[config.mk]
export PLATFORM = sky130hd
export DESIGN_NAME = plaintext_reorder_buffer
export DESIGN_NICKNAME = d
export VERILOG_FILES = /design/src/rtl/aes_pkg.sv /design/src/rtl/pt_buf_ram.sv /design/src/rtl/plaintext_reorder_buffer.sv
export SDC_FILE = /design/constraint.sdc
export NUM_CORES = 2
export LEC_CHECK = 0
export BUFFER_PORTS_ARGS = -buffer_cell sky130_fd_sc_hd__buf_2
export CAP_MARGIN = 10
export CORE_UTILIZATION = 40
export DETAILED_ROUTE_END_ITERATION = 6
export GPL_TIMING_DRIVEN = 0
export PLACE_DENSITY_LB_ADDON = 0.12
export SLEW_MARGIN = 5
export SYNTH_ARGS = -nofsm -noshare
export SYNTH_HDL_FRONTEND = slang
export SYNTH_SLANG_ARGS = --single-unit
export TNS_END_PERCENT = 50
[constraint.sdc]
create_clock -name clk_i -period 25.9 [get_ports clk_i]
set_input_delay 2.59 -clock clk_i [delete_from_list [all_inputs] [get_ports clk_i]]
set_output_delay 2.59 -clock clk_i [all_outputs]
set_load 0.01 [all_outputs]
[src/rtl/aes_pkg.sv]
// Shared AES datapath defaults used by the plaintext reorder buffer.
package aes_pkg;

  localparam int unsigned PT_DATA_W = 128;
  localparam int unsigned PT_DEPTH  = 16;

endpackage

[src/rtl/pt_buf_ram.sv]
// Plaintext slot storage: one synchronous write port, one asynchronous read port, no reset.
module pt_buf_ram #(
  parameter  int unsigned DATA_W = 128,
  parameter  int unsigned DEPTH  = 16,
  localparam int unsigned ADDR_W = $clog2(DEPTH)
) (
  input  logic              clk_i,
  input  logic              we_i,
  input  logic [ADDR_W-1:0] waddr_i,
  input  logic [DATA_W-1:0] wdata_i,
  input  logic [ADDR_W-1:0] raddr_i,
  output logic [DATA_W-1:0] rdata_o
);

  logic [DATA_W-1:0] r_mem [DEPTH];

  // Store accepted plaintext blocks.
  always_ff @(posedge clk_i) begin
    if (we_i) begin
      r_mem[waddr_i] <= wdata_i;
    end
  end

  assign rdata_o = r_mem[raddr_i];

endmodule

[src/rtl/plaintext_reorder_buffer.sv]
// Reorder buffer for decrypted blocks: slots are filled by index in any order and drained in
// slot order through a valid/ready output register.
// Optional build macro PT_BUF_ECHO_EN adds echo_q_o, a registered copy of every wr_data_i.
module plaintext_reorder_buffer
  import aes_pkg::*;
#(
  parameter  int unsigned DATA_W = PT_DATA_W,
  parameter  int unsigned DEPTH  = PT_DEPTH,
  localparam int unsigned ADDR_W = $clog2(DEPTH)
) (
  input  logic              clk_i,
  input  logic              rst_ni,
  input  logic              flush_i,
  input  logic              wr_en_i,
  input  logic [ADDR_W-1:0] wr_addr_i,
  input  logic [DATA_W-1:0] wr_data_i,
  output logic              out_valid_o,
  input  logic              out_ready_i,
  output logic [DATA_W-1:0] out_data_o,
  output logic [ADDR_W-1:0] out_addr_o,
  output logic [ADDR_W:0]   pending_o,
  output logic              err_o
`ifdef PT_BUF_ECHO_EN
  ,
  output logic [DATA_W-1:0] echo_q_o
`endif
);

  logic [DEPTH-1:0]  r_valid;
  logic [ADDR_W-1:0] r_rd_ptr;
  logic [DATA_W-1:0] r_out_data;
  logic [ADDR_W-1:0] r_out_addr;
  logic              r_out_valid;
  logic              r_err;
  logic [ADDR_W:0]   r_pending;

  logic              w_free;
  logic              w_adv;
  logic              w_wr_ok;
  logic              w_wr_err;
  logic [DATA_W-1:0] w_rd_data;
  logic [DEPTH-1:0]  w_valid_d;
  logic [ADDR_W:0]   w_pending_d;

  // Validity is taken from the registered bits, so a write racing a drain of the same slot
  // sees it still occupied and is rejected.
  assign w_free   = !r_out_valid || out_ready_i;
  assign w_adv    = w_free && r_valid[r_rd_ptr];
  assign w_wr_ok  = wr_en_i && !r_valid[wr_addr_i];
  assign w_wr_err = wr_en_i && r_valid[wr_addr_i];

  pt_buf_ram #(
    .DATA_W (DATA_W),
    .DEPTH  (DEPTH)
  ) u_ram (
    .clk_i   (clk_i),
    .we_i    (w_wr_ok && !flush_i),
    .waddr_i (wr_addr_i),
    .wdata_i (wr_data_i),
    .raddr_i (r_rd_ptr),
    .rdata_o (w_rd_data)
  );

  // Next valid bits and fill count; an accepted write never targets the head being drained.
  always_comb begin
    w_valid_d   = r_valid;
    w_pending_d = r_pending;
    if (w_adv) begin
      w_valid_d[r_rd_ptr] = 1'b0;
    end
    if (w_wr_ok) begin
      w_valid_d[wr_addr_i] = 1'b1;
    end
    if (w_wr_ok && !w_adv) begin
      w_pending_d = r_pending + (ADDR_W + 1)'(1);
    end else if (!w_wr_ok && w_adv) begin
      w_pending_d = r_pending - (ADDR_W + 1)'(1);
    end
  end

  // Slot bookkeeping, read pointer and sticky error; flush overrides everything.
  always_ff @(posedge clk_i or negedge rst_ni) begin
    if (!rst_ni) begin
      r_valid   <= '0;
      r_rd_ptr  <= '0;
      r_pending <= '0;
      r_err     <= 1'b0;
    end else if (flush_i) begin
      r_valid   <= '0;
      r_rd_ptr  <= '0;
      r_pending <= '0;
      r_err     <= 1'b0;
    end else begin
      r_valid   <= w_valid_d;
      r_pending <= w_pending_d;
      if (w_adv) begin
        r_rd_ptr <= r_rd_ptr + 1'b1;
      end
      if (w_wr_err) begin
        r_err <= 1'b1;
      end
    end
  end

  // Output stage: load the head slot when free, hold while stalled, drop valid when drained.
  always_ff @(posedge clk_i or negedge rst_ni) begin
    if (!rst_ni) begin
      r_out_valid <= 1'b0;
      r_out_data  <= '0;
      r_out_addr  <= '0;
    end else if (flush_i) begin
      r_out_valid <= 1'b0;
    end else if (w_adv) begin
      r_out_valid <= 1'b1;
      r_out_data  <= w_rd_data;
      r_out_addr  <= r_rd_ptr;
    end else if (w_free) begin
      r_out_valid <= 1'b0;
    end
  end

`ifdef PT_BUF_ECHO_EN
  logic [DATA_W-1:0] r_echo;

  // Legacy echo of every write request, accepted or not.
  always_ff @(posedge clk_i or negedge rst_ni) begin
    if (!rst_ni) begin
      r_echo <= '0;
    end else if (wr_en_i && !flush_i) begin
      r_echo <= wr_data_i;
    end
  end

  assign echo_q_o = r_echo;
`endif

  assign out_valid_o = r_out_valid;
  assign out_data_o  = r_out_data;
  assign out_addr_o  = r_out_addr;
  assign pending_o   = r_pending;
  assign err_o       = r_err;

endmodule

==> results.toml <==
[run_status]
status = "finished clean"

[yosys]
ys_types = 45
async_flop_share_pct = 7.20
yosys_warnings = 0
synth_edf_count = 2048
synth_cells = 3297
synth_nets = 3443
synth_seq_area_share_pct = 78.2
syn_area_per_cell_sq_um = 25.4
ys.flop_type = "edfxtp_1"
syn_area_sq_um = 83700
synth-seq-cells = 2207

[job]
drv_cap = 0

[floorplanning]
fp.coreArea_sq_um = 207000
initial_utilization_pct = 40.4
ioPinCount = 276
rows = 167
die_x_um = 460
die_area_sq_um = 211000
die_y_um = 460

[routing]
final_antenna_net_count = 0
drc = 0
wl_um = 222000
vias = 38800
viasPerCell = 5.47
initialDrtViolationCount = 4033
first_pass_iters = 5
wire_per_inst_um = 31.4

[global_routing]
antenna_found_initial = 59
grt_max_degree = 77
first_global_vias = 40400
grt_usage_pct = 21.3
grt_overflow = 0
grt_first_pass_wirelength_um = 314000

[worst_setup_path]
r2r_start = "r_valid[3]"
r2r-end = "u_ram.r_mem[3][103]"
worstPathRequired_ns = 26.44
start_kind = "input pin"
endpoint_kind = "register"
r2r_cells = 12
r2r_setup_slack_ns = 22.06
critPathKind = "in2reg"
arrival_ns = 6.07
path_max_fanout = 10

[finish]
areaGrowthSynthToFinish_pct = 18.8
finish.utilization_pct = 48.0
drive_gt1_share_pct = 41.8
final_cell_mix = "edfxtp_1, mux4_2, buf_2"
final_common_cell = "edfxtp_1"
fin_nets = 4229
fin_cells = 7094

[place]
dp_hpwl_um = 145000
io_buffers = 272
place_congestion = 0.726
place_inst = 6636

[clock_tree]
post-cts-setup-buffers = 0
cts_root_buf = "clkbuf_16"
htreeDepth = 4
path_clk_slew_ns = 0.06
clk_latency_ns = 0.84
cts_sinks = 2207
cts_buffers = 228
clk_path_buf_depth = 3
post_cts_resized = 0
cts_tree = "done"
ctsHoldBuffers = 0

[pwr]
leakagePower_nw = 32.2
p_per_area_nw_per_um2 = 75.6
vdd_drop_max_uv = 66.7
power_mw = 7.52

[min_path]
hp-start = "out_data_o[30]"
hold_class = "reg2reg"
holdPathStages = 1
holdPathEnd = "out_data_o[30]"

[sta]
fin_crit_sh_pct = 21.4
drv_slew = 0
setup_viol = 0
tightest_slew_ns = 1.24
finClkSkew_ns = 0.0267
hold_ws_ns = 0.505
max_freq_mhz = 181
relSlewSlack_pct = 17.4
fin_crit_ns = 5.54
rsz0062_at_grt = "no"
hold_violations = 0
[area by class of cell]
type                    instances  area (sq um)
diodes                         18          45.0
plain buffers                 170           910
clock buffers                 333          6450
clock inverters               102           961
fillers                     16900        108000
inverters                       9          33.8
multi-input cells             911         17400
flip-flops and latches       2207         65500
well taps                    2788          3490
repair buffers                556          4730
[critical path, cell delays in order]
cell and delay [ns]:
buf_2 0.26, mux2i_1 0.31, nand3_1 0.11, a41o_1 0.39
nor3_2 0.74, buf_6 0.27, buf_8 0.17, buf_4 0.22
buf_4 0.25, buf_6 0.18, buf_6 0.15, buf_4 0.20
buf_6 0.19
[how the worst max path moves through the flow]
stage,start,end,slack [ns]
finish,wr_addr_i[1],u_ram.r_mem[3][103],20.36
global route,wr_addr_i[1],u_ram.r_mem[3][103],20.28
CTS,wr_addr_i[1],u_ram.r_mem[3][103],20.37
detailed placement,wr_addr_i[1],u_ram.r_mem[3][80],19.45
global placement,flush_i,u_ram.r_mem[12][85],-12.02
floorplan,flush_i,u_ram.r_mem[12][0],9.70
[stage by stage]
stage	TNS (ns)	instance area (sq um)	setup slack (ns)
after global placement	-6973.38	88600	-12.02
after detailed placement	0	92000	19.45
after floorplan	0	83700	9.70
after CTS	0	99400	20.37
final	0	99500	20.36
after global routing	0	99500	20.28
[cells by family after synthesis]
family	Yosys count	share of synthesized area (%)
AND/OR/NAND/NOR	76	0.465
XOR/XNOR	6	0.0852
flip-flops	2207	78.2
AO/OA/AOI/OAI	27	0.257
multiplexers	793	19.7
buffers and inverters	179	1.12
adder cells (fa/ha/maj)	9	0.143
[power by group]
part	switching, mW	total, mW	internal, mW
combinational	0.157	0.284	0.127
sequential	0.0395	4.01	3.97
clock	1.36	3.23	1.88
[registers in the layout, summed over array words and instances, names as in the netlist]
| name | count |
|---|---|
| u_ram.r_mem | 2048 |
| out_data_o | 128 |
| r_valid | 16 |
| pending_o | 5 |
| out_addr_o | 4 |
| r_rd_ptr | 4 |
| err_o | 1 |
| out_valid_o | 1 |
[synthesized netlist by cell type (all sizes together), types with 13 or more instances]
| library cell | number | area, sq um |
|---|---|---|
| nor2 | 19 | 73.8 |
| edfxtp | 2048 | 61500 |
| clkbuf | 64 | 240 |
| mux4 | 646 | 14500 |
| buf | 106 | 664 |
| mux2i | 13 | 159 |
| dfrtp | 159 | 3980 |
| a31o | 16 | 140 |
| mux2 | 134 | 1810 |
| nand3 | 25 | 125 |
[layer usage]
metal / vias to the layer above / track usage [%] / share of wire, %
li1: 15900 / - / -
met1: 21300 / 30.5 / 43
met2: 1249 / 33.9 / 48
met3: 313 / 4.12 / 6.4
met4: 30 / 4.70 / 2.0
met5: - / 0 / 0.083
Power figures use the tool's default switching activity.
